===== src/rtl/csr_redirect_ctrl_pkg.sv =====
// Shared definitions for the CSR redirect controller: exception codes, FSM state encoding
// and the flush-count helper. Both exception macros can be overridden from the command line.
`ifndef EXCEPTION_W
`define EXCEPTION_W 6
`endif
`ifndef EXCEPTION_FENCE
`define EXCEPTION_FENCE 6'd24
`endif

package csr_redirect_ctrl_pkg;

  localparam int EXC_W = `EXCEPTION_W;

  typedef enum logic [1:0] {
    CSR_RDR_IDLE     = 2'd0,
    CSR_RDR_FLUSH    = 2'd1,
    CSR_RDR_INVAL    = 2'd2,
    CSR_RDR_REDIRECT = 2'd3
  } csr_rdr_state_t;

  // The flush timer holds "cycles remaining minus one", so a load of n-1 yields n FLUSH cycles.
  function automatic logic [3:0] flush_load_val(input int cycles);
    return 4'(cycles - 1);
  endfunction

endpackage


===== src/rtl/csr_redirect_ctrl_if.sv =====
// Bus between the CSR/exception stage, fetch, the I-cache and the redirect controller.
// The master modport is the controller; the slave modport is its environment.
interface csr_redirect_ctrl_if #(
  parameter int PC_W = 32
);

  logic                    valid_i;
  logic [PC_W-1:0]         pc_i;
  logic [`EXCEPTION_W-1:0] exception_i;
  logic                    csr_branch_i;
  logic [PC_W-1:0]         csr_target_i;
  logic                    icache_inv_done_i;
  logic                    stall_o;
  logic                    flush_o;
  logic                    icache_inv_o;
  // Redirect channel: a transfer occurs on any rising clock edge where redirect_valid_o and
  // redirect_ready_i are both high. Once valid is raised, it and redirect_pc_o hold steady
  // until that transfer occurs. Ready may be high at any time, and it is meaningless while
  // valid is low.
  logic                    redirect_valid_o;
  logic                    redirect_ready_i;
  logic [PC_W-1:0]         redirect_pc_o;
  logic [31:0]             trap_count_o;

  modport master (
    input  valid_i, pc_i, exception_i, csr_branch_i, csr_target_i,
           icache_inv_done_i, redirect_ready_i,
    output stall_o, flush_o, icache_inv_o, redirect_valid_o, redirect_pc_o, trap_count_o
  );

  modport slave (
    output valid_i, pc_i, exception_i, csr_branch_i, csr_target_i,
           icache_inv_done_i, redirect_ready_i,
    input  stall_o, flush_o, icache_inv_o, redirect_valid_o, redirect_pc_o, trap_count_o
  );

endinterface


===== src/rtl/csr_flush_timer.sv =====
// Loadable 4-bit down-counter. It times the FLUSH phase, and its zero flag ends the phase.
module csr_flush_timer (
  input  logic       clk,
  input  logic       rst_n,
  input  logic       load,
  input  logic [3:0] load_val,
  input  logic       dec,
  output logic       zero
);

  logic [3:0] cnt_q;

  always_ff @(posedge clk) begin
    if (!rst_n) begin
      cnt_q <= 4'd0;
    end else if (load) begin
      cnt_q <= load_val;
    end else if (dec && (cnt_q != 4'd0)) begin
      cnt_q <= cnt_q - 4'd1;
    end
  end

  assign zero = (cnt_q == 4'd0);

endmodule


===== src/rtl/csr_redirect_ctrl.sv =====
// Pipeline recovery sequencer: flush, an optional I-cache invalidate for FENCE.I, then a
// redirect to fetch. Define CSR_REDIRECT_TRAP_CNT_EN to build the completed-redirect counter.
module csr_redirect_ctrl
  import csr_redirect_ctrl_pkg::*;
#(
  parameter int FLUSH_CYCLES = 2,
  parameter int PC_W         = 32
) (
  input  logic                 clk,
  input  logic                 rst_n,
  csr_redirect_ctrl_if.master  bus,
  output logic [1:0]           dbg_state
);

  if ((FLUSH_CYCLES < 1) || (FLUSH_CYCLES > 15)) begin : g_bad_flush_cycles
    $error("csr_redirect_ctrl: FLUSH_CYCLES must be in 1..15");
  end

  csr_rdr_state_t  state_q, state_d;
  logic            is_fence_q;
  logic [PC_W-1:0] redirect_pc_q;
  logic            is_fence_evt;
  logic            take_w;
  logic            hs_w;
  logic            flush_zero;
  logic            unused_target_lsbs;

  assign is_fence_evt = (bus.exception_i == `EXCEPTION_FENCE);
  assign take_w = (state_q == CSR_RDR_IDLE) & bus.valid_i & (is_fence_evt | bus.csr_branch_i);
  assign hs_w   = bus.redirect_valid_o & bus.redirect_ready_i;

  // Trap vectors and xEPC values are word aligned, so the low target bits are discarded.
  assign unused_target_lsbs = ^bus.csr_target_i[1:0];

  csr_flush_timer u_flush_timer (
    .clk      (clk),
    .rst_n    (rst_n),
    .load     (take_w),
    .load_val (flush_load_val(FLUSH_CYCLES)),
    .dec      (state_q == CSR_RDR_FLUSH),
    .zero     (flush_zero)
  );

  always_ff @(posedge clk) begin
    if (!rst_n) begin
      state_q <= CSR_RDR_IDLE;
    end else begin
      state_q <= state_d;
    end
  end

  always_comb begin
    state_d = state_q;
    unique case (state_q)
      CSR_RDR_IDLE:     if (take_w) state_d = CSR_RDR_FLUSH;
      CSR_RDR_FLUSH:    if (flush_zero) state_d = is_fence_q ? CSR_RDR_INVAL : CSR_RDR_REDIRECT;
      CSR_RDR_INVAL:    if (bus.icache_inv_done_i) state_d = CSR_RDR_REDIRECT;
      CSR_RDR_REDIRECT: if (hs_w) state_d = CSR_RDR_IDLE;
      default:          state_d = CSR_RDR_IDLE;
    endcase
  end

  // Every control output is decoded from the registered state, so none of them glitch on
  // upstream inputs. The exception is stall_o, which must cover the event cycle itself.
  always_comb begin
    bus.flush_o          = (state_q == CSR_RDR_FLUSH);
    bus.icache_inv_o     = (state_q == CSR_RDR_INVAL);
    bus.redirect_valid_o = (state_q == CSR_RDR_REDIRECT);
    bus.stall_o          = take_w | (state_q != CSR_RDR_IDLE);
  end

  always_ff @(posedge clk) begin
    if (!rst_n) begin
      is_fence_q    <= 1'b0;
      redirect_pc_q <= '0;
    end else if (take_w) begin
      is_fence_q    <= is_fence_evt;
      redirect_pc_q <= is_fence_evt ? (bus.pc_i + PC_W'(4))
                                    : {bus.csr_target_i[PC_W-1:2], 2'b00};
    end
  end

  assign bus.redirect_pc_o = redirect_pc_q;
  assign dbg_state         = state_q;

`ifdef CSR_REDIRECT_TRAP_CNT_EN
  logic [31:0] trap_count_q;

  always_ff @(posedge clk) begin
    if (!rst_n) begin
      trap_count_q <= 32'd0;
    end else if (hs_w) begin
      trap_count_q <= trap_count_q + 32'd1;
    end
  end

  assign bus.trap_count_o = trap_count_q;
`else
  assign bus.trap_count_o = 32'h0;
`endif

endmodule


===== src/flat_wrapper.sv =====
// flat-port wrapper written by rule: the top's interface ports become plain ports
module csr_redirect_ctrl_flat import csr_redirect_ctrl_pkg::*;
#(
  parameter int FLUSH_CYCLES = 2,
  parameter int PC_W         = 32
)
  (clk, rst_n, dbg_state, bus_valid_i, bus_pc_i, bus_exception_i, bus_csr_branch_i, bus_csr_target_i, bus_icache_inv_done_i, bus_redirect_ready_i, bus_stall_o, bus_flush_o, bus_icache_inv_o, bus_redirect_valid_o, bus_redirect_pc_o, bus_trap_count_o);
  csr_redirect_ctrl_if #(.PC_W(PC_W)) bus_i ();
  input  logic clk;
  input  logic rst_n;
  output logic [1:0] dbg_state;
  input wire logic [$bits(bus_i.valid_i)-1:0] bus_valid_i;
  input wire logic [$bits(bus_i.pc_i)-1:0] bus_pc_i;
  input wire logic [$bits(bus_i.exception_i)-1:0] bus_exception_i;
  input wire logic [$bits(bus_i.csr_branch_i)-1:0] bus_csr_branch_i;
  input wire logic [$bits(bus_i.csr_target_i)-1:0] bus_csr_target_i;
  input wire logic [$bits(bus_i.icache_inv_done_i)-1:0] bus_icache_inv_done_i;
  input wire logic [$bits(bus_i.redirect_ready_i)-1:0] bus_redirect_ready_i;
  output wire logic [$bits(bus_i.stall_o)-1:0] bus_stall_o;
  output wire logic [$bits(bus_i.flush_o)-1:0] bus_flush_o;
  output wire logic [$bits(bus_i.icache_inv_o)-1:0] bus_icache_inv_o;
  output wire logic [$bits(bus_i.redirect_valid_o)-1:0] bus_redirect_valid_o;
  output wire logic [$bits(bus_i.redirect_pc_o)-1:0] bus_redirect_pc_o;
  output wire logic [$bits(bus_i.trap_count_o)-1:0] bus_trap_count_o;
  assign bus_i.valid_i = bus_valid_i;
  assign bus_i.pc_i = bus_pc_i;
  assign bus_i.exception_i = bus_exception_i;
  assign bus_i.csr_branch_i = bus_csr_branch_i;
  assign bus_i.csr_target_i = bus_csr_target_i;
  assign bus_i.icache_inv_done_i = bus_icache_inv_done_i;
  assign bus_i.redirect_ready_i = bus_redirect_ready_i;
  assign bus_stall_o = bus_i.stall_o;
  assign bus_flush_o = bus_i.flush_o;
  assign bus_icache_inv_o = bus_i.icache_inv_o;
  assign bus_redirect_valid_o = bus_i.redirect_valid_o;
  assign bus_redirect_pc_o = bus_i.redirect_pc_o;
  assign bus_trap_count_o = bus_i.trap_count_o;
  csr_redirect_ctrl #(.FLUSH_CYCLES(FLUSH_CYCLES), .PC_W(PC_W)) u_core (.clk(clk), .rst_n(rst_n), .bus(bus_i), .dbg_state(dbg_state));
endmodule

===== config.mk =====
export PLATFORM = sky130hd
export DESIGN_NAME = csr_redirect_ctrl_flat
export DESIGN_NICKNAME = d
export VERILOG_FILES = /design/src/rtl/csr_redirect_ctrl_pkg.sv /design/src/rtl/csr_redirect_ctrl_if.sv /design/src/rtl/csr_flush_timer.sv /design/src/rtl/csr_redirect_ctrl.sv /design/src/flat_wrapper.sv
export SDC_FILE = /design/constraint.sdc
export NUM_CORES = 1
export LEC_CHECK = 0
export CAP_MARGIN = 0
export CORE_MARGIN = 2
export CORE_UTILIZATION = 40
export CTS_BUF_LIST = sky130_fd_sc_hd__clkbuf_8
export DETAILED_ROUTE_END_ITERATION = 6
export HOLD_SLACK_MARGIN = 0.05
export MAX_ROUTING_LAYER = met4
export PLACE_DENSITY = 0.82
export SLEW_MARGIN = 20
export SYNTH_ARGS = -nofsm -noshare
export SYNTH_HDL_FRONTEND = slang
export SYNTH_HIERARCHICAL = 1
export SYNTH_SLANG_ARGS = --single-unit
export TNS_END_PERCENT = 5

===== constraint.sdc =====
create_clock -name clk -period 2.5 [get_ports clk]
set_clock_uncertainty 0.15 [all_clocks]
set_input_delay 0.5 -clock clk [delete_from_list [all_inputs] [get_ports clk]]
set_output_delay 0.5 -clock clk [all_outputs]
set_load 0.02 [all_outputs]

# ---- Word-level counts from Yosys, hierarchy flattened
# Index checks and enable logic that the tools add are counted.
dict set report totals {
  regBits 39
  latchBits 0
  ram_bits 0
  rom_bits 0
  input_bits 76
  output_inout_bits 70
  elab_cells 38
  memories 0
}
dict set report op_classes {
  add_sub_neg 2
  mul 0
  n_div 0
  magnitude_cmp 0
  eq_ne 8
  n_shift 0
  mux 9
  n_bitwise 6
  reduce_logical 8
}
# op count
set ops {}
lappend ops {{32-bit by 3-bit adder with 32-bit output, second input constant} 1}
lappend ops {{32-bit two-way mux} 1}
lappend ops {{2-bit two-way mux} 4}
lappend ops {{2-bit one-hot mux with 4 select lines} 1}
lappend ops {{6-bit by 5-bit == test with 1-bit output, second input constant} 1}
lappend ops {{2-bit == test, second input constant} 2}
lappend ops {{4-bit zero test} 1}
lappend ops {{2-bit by 1-bit inequality test with 1-bit output, second input constant} 2}
lappend ops {{2-bit inequality test, second input constant} 2}
lappend ops {{4-bit AND reduction} 1}
lappend ops {{2-bit nonzero test} 2}
lappend ops {{4-bit nonzero test} 1}
lappend ops {{4-bit by 1-bit subtractor with 4-bit output, second input constant} 1}
lappend ops {{1-bit AND} 3}
lappend ops {{1-bit two-way mux} 3}
lappend ops {{2-bit by 1-bit == test with 1-bit output, second input constant} 1}
lappend ops {{2-bit zero test} 1}
lappend ops {{1-bit OR} 2}
lappend ops {{2-bit OR reduction} 1}
lappend ops {{1-bit logical AND} 1}
lappend ops {{1-bit NOT} 1}

# ---- Depth between registers and ports, before layout
# Gate-level depths: netlist (run 1).
dict set report depth {
  word_depth 5
  mapped_depth 10
}

# ---- Modules after synthesis
# Netlist (run 1), hierarchy kept.
# mod instances cells_per_inst area_each_um2 seq_area_each_um2
set modules_own_cells {}
lappend modules_own_cells {csr_redirect_ctrl 1 300 2412.3 700.7}
lappend modules_own_cells {csr_flush_timer 1 31 256.5 80.1}

# ---- Least setup slack after synthesis (run 1)
# No wires, ideal clock.
dict set report synth_timing {
  path_kind {flip-flop to output port}
  start {register u_core.state_q[0] (netlist: u_core/dbg_state[0])}
  end {output port bus_stall_o}
  arrival_time_ps 1906
  required_time_ps 1850
  slack_ps -56
  path_stages_with_launch 8
  path_buffers 2
  cell_sequence {dfxtp_1 -> inv_1 -> ha_1 -> and3_1 -> buf_2 -> a21oi_2 -> clkbuf_1 -> nand2_1}
}
dict set report synth_between {
  elab_chain_len 4
}
# item line_no
set synth_rtl {}
lappend synth_rtl {{start: declaration} csr_redirect_ctrl.sv:19} ;# csr_rdr_state_t state_q, state_d;
lappend synth_rtl {{start signal: assignment} csr_redirect_ctrl.sv:48} ;# state_q <= state_d;
lappend synth_rtl {{2-bit zero test} csr_redirect_ctrl.sv:29} ;# assign take_w = (state_q == CSR_RDR_IDLE) & bus.valid_i & (is_fence_evt | bus.csr_branch_i);
lappend synth_rtl {{1-bit AND (2 in series)} csr_redirect_ctrl.sv:29}
lappend synth_rtl {{1-bit OR (*)} csr_redirect_ctrl.sv:69} ;# bus.stall_o = take_w | (state_q != CSR_RDR_IDLE);
lappend synth_rtl {{end: declaration} flat_wrapper.sv:19} ;# output wire logic [$bits(bus_i.stall_o)-1:0] bus_stall_o;
# Every way passes the cells marked *; elsewhere a longest branch is shown, timed or not.

# ---- Final worst setup path (run 1)
dict set report layout_timing {
  start {input port bus_exception_i[1]}
  end {output port bus_stall_o}
}
dict set report layout_between {
  elab_chain_len 4
}
# item line_no
set layout_rtl {}
lappend layout_rtl {{start: declaration} flat_wrapper.sv:14} ;# input wire logic [$bits(bus_i.exception_i)-1:0] bus_exception_i;
lappend layout_rtl {{6-bit by 5-bit == test with 1-bit output (no source line)} --}
lappend layout_rtl {{1-bit OR} csr_redirect_ctrl.sv:29}
lappend layout_rtl {{1-bit AND} csr_redirect_ctrl.sv:29}
lappend layout_rtl {{1-bit OR} csr_redirect_ctrl.sv:69}
# Every way passes these cells.

==> results of run 1 <==
-- power by group --
part	internal, µW	leakage [µW]	switching [µW]
combinational	604	0.00119	687
clock	323	0.0000612	223
sequential	729	0.000319	74.3
-- worst max-delay path, delay by kind of cell --
kind	cells	cell delay, ns
buf+inv	2	0.74
compound gates	1	0.11
simple gates	2	0.43
-- repair_timing --
action,4_1_cts,5_1_grt
pin swaps,0,0
endpoints found under the setup margin,1,1
resized for setup,1,2
hold endpoints to repair,0,0
-- cells by family after synthesis --
logic type,count (synthesis)
AOI/OAI and AO/OA,81
xor gates and xnor gates,24
adders and majority gates,7
buffers and inverters,59
DFF,39
muxes,3
other,2
and+or+nand+nor,116
-- registers in the layout, summed over array words and instances (netlist names) --
signal,cells
u_core/bus.redirect_pc_o,32
u_core/u_flush_timer/cnt_q,4
u_core/dbg_state,2
u_core/is_fence_q,1
-- metal layers --
| layer | part of all wire [%] | up-vias | track usage (%) |
|---|---|---|---|
| met4 | 1.2 | 0 | 6.06 |
| met3 | 7.3 | 9 | 4.33 |
| met2 | 49 | 139 | 37.8 |
| met5 | 0 | - | - |
| met1 | 42 | 1374 | 27.6 |
| li1 | - | 1418 | - |
-- worst paths after layout --
kind / start / endpoint / slack (ns)
hold / removal: u_core/bus.redirect_pc_o[4] / u_core/bus.redirect_pc_o[4] / 0.31
hold reg to reg: u_core/bus.redirect_pc_o[4] / u_core/bus.redirect_pc_o[4] / 0.31
setup reg to reg: u_core/dbg_state[0] / u_core/u_flush_timer/cnt_q[2] / 0.25
setup / recovery: bus_exception_i[1] / bus_stall_o / 0.08
-- per-stage QoR --
stage / hold slack [ns] / TNS, ns / util (%) / setup slack (ns)
2_1_floorplan: 0.287 / 0 / - / 0.0434
3_3_place_gp: 0.292 / -0.333 / 62.1 / -0.231
3_5_place_dp: 0.304 / -0.447 / 62.1 / -0.226
4_1_cts: 0.315 / 0 / 63.9 / 0.0362
5_1_grt: 0.337 / 0 / 63.9 / 0.000984
6_report: 0.309 / 0 / 63.9 / 0.0779
-- layout by cell type (no fill, tap or decap), types with 3 or more instances in the layout --
cell and n:
o221ai_1 7, clkdlybuf4s50_1 110, clkbuf_8 6, nor3_1 8, a31oi_1 6, xnor2_1 15
nor2_1 17, a22oi_1 10, and3_1 4, nor4_2 3, xor2_1 9, nand3_1 23
ha_1 7, nor4_1 5, a21oi_1 25, and4_1 4, conb_1 36, inv_1 12
o22ai_1 8, nand2_1 30, dfxtp_1 38, o21ai_0 7, buf_4 35, and2_1 3
nand4_1 8
-- layout make-up --
type	instances	area (µm²)	share of cell area [%]
multi-input combinational	267	1660	40.7
timing repair buffer	146	1370	33.6
sequential	39	782	19.1
tap	77	96.3	2.36
clock buffer	6	82.6	2.02
inverter	13	50.0	1.23
clock inverter	2	35.0	0.858
==> metrics.cfg, run 1 <==
[sta]
period_share_pct=96.9
tightest_slew_ns=0.768
drv_slew=0
slew_headroom_pct=48.7
setup_viol=0
hold_viol=0
max_freq_ghz=0.413
rsz0062_at_grt=no
period_needed_ns=2.42

[synth]
yosys_warnings=6
synth_top_area_share_pct=29.3
ys_ff_latch=39
postSynthAreaPerCell_um2=8.06
synth_edf_count=0
yosys-top-cells-area=dfxtp_1, buf_4, xnor2_1
synthXorXnorAreaFrac_pct=7.88
syn_inst=331
yosys.area_share.adder_pct=3.28
muxShareOfSynthArea_pct=1.17
synth_area_leader_cell=dfxtp_1
ys_seq_area_share_pct=29.3
synth_common_cells=dfxtp_1, buf_4, nand2_1
synth_top_family_by_area=simple AND/OR/NAND/NOR gates
synth_most_common_cell=dfxtp_1
synth_ff_type=dfxtp_1
synth_compound_area_share_pct=20.1
synthArstFlopShare_pct=0
netlist_area_um2=2670
synth_cell_types=50
synth-simple-area-share_pct=24.8

[power]
ir_drop_v=0.000448
powerDensity_nw_per_um2=647
total_power_uw=2640
leakagePower_uw=0.00157

[critical_path]
crit_fanout=2
startpoint_type=input pin
cp_data_arrival_time_ns=1.77
cp-end-kind=primary output
r2r_cells=9
cp_slowest_cell=clkdlybuf4s50_1
cp_cell_sequence=clkdlybuf4s50_1, nor4b_4, a21oi_2, nand2_1, clkdlybuf4s15_1
cp_slowest_stage_delay_ns=0.44
worstPathRequired_ns=1.85
crit_type=in2out

[layout]
finalNonFillerCells=550
layout.nets=555
final_layout_size_suffix_gt1_share_pct=12.3
final_area_um2=4080
area_growth_pct=53.0
n_antenna_cell=0
nFillCells=549

[place]
routabilityCongestion=0.877
dp_hpwl_um=6430
place_inst=542
port_buffers=111
placed_area_um2=3970

[routing]
dr.pass1.iters=4
num_vias=2940
wl_um=8180
drc=0
post_drt_wl_per_cell_um=14.9
viasPerCell=5.35
drt_first_iter_violations=151
antenna_left=0

[cts]
tritoncts=done
cts_setup_buffers=0
clk_root_buffer_cell=clkbuf_8
clock_sinks=39
cts_buffer_depth=2
numCtsBuffers=5
holdBufCountCts=0
clkTransAtPathRegs_ns=0.07
worstSkewPairLatency_ns=0.29
htreeDepth=2

[global_routing]
grt_pass1_vias=2812
grt_pass1_wl_um=13000
grt_max_degree=27
antenna_found_initial=0
grt_usage_pct=22.5
grt_overflow=0

[min_path]
min_path_type=reg2reg
whs_path_depth=2

[status]
status=finished clean

[die]
rows=29
io_pins=146
core_um2=6390
initial_core_util_pct=41.8
fp.dieArea_um2=7340
die_x_um=85.7
dieHeight_um=85.7

[job]
maxCapViolCount=0

(Power assumes the default switching activity.)
==> run 2: changes to the inputs <==
Settings changed: CTS_CLUSTER_SIZE from default to 12.
==> results of run 2 <==
Same layout as run 1: the final DEF is identical, and so are final timing and power.
==> run 3: changes to the inputs <==
Settings changed: CTS_CLUSTER_DIAMETER from default to 120.
==> results of run 3 <==
Same layout as run 1: the final DEF is identical, and so are final timing and power.
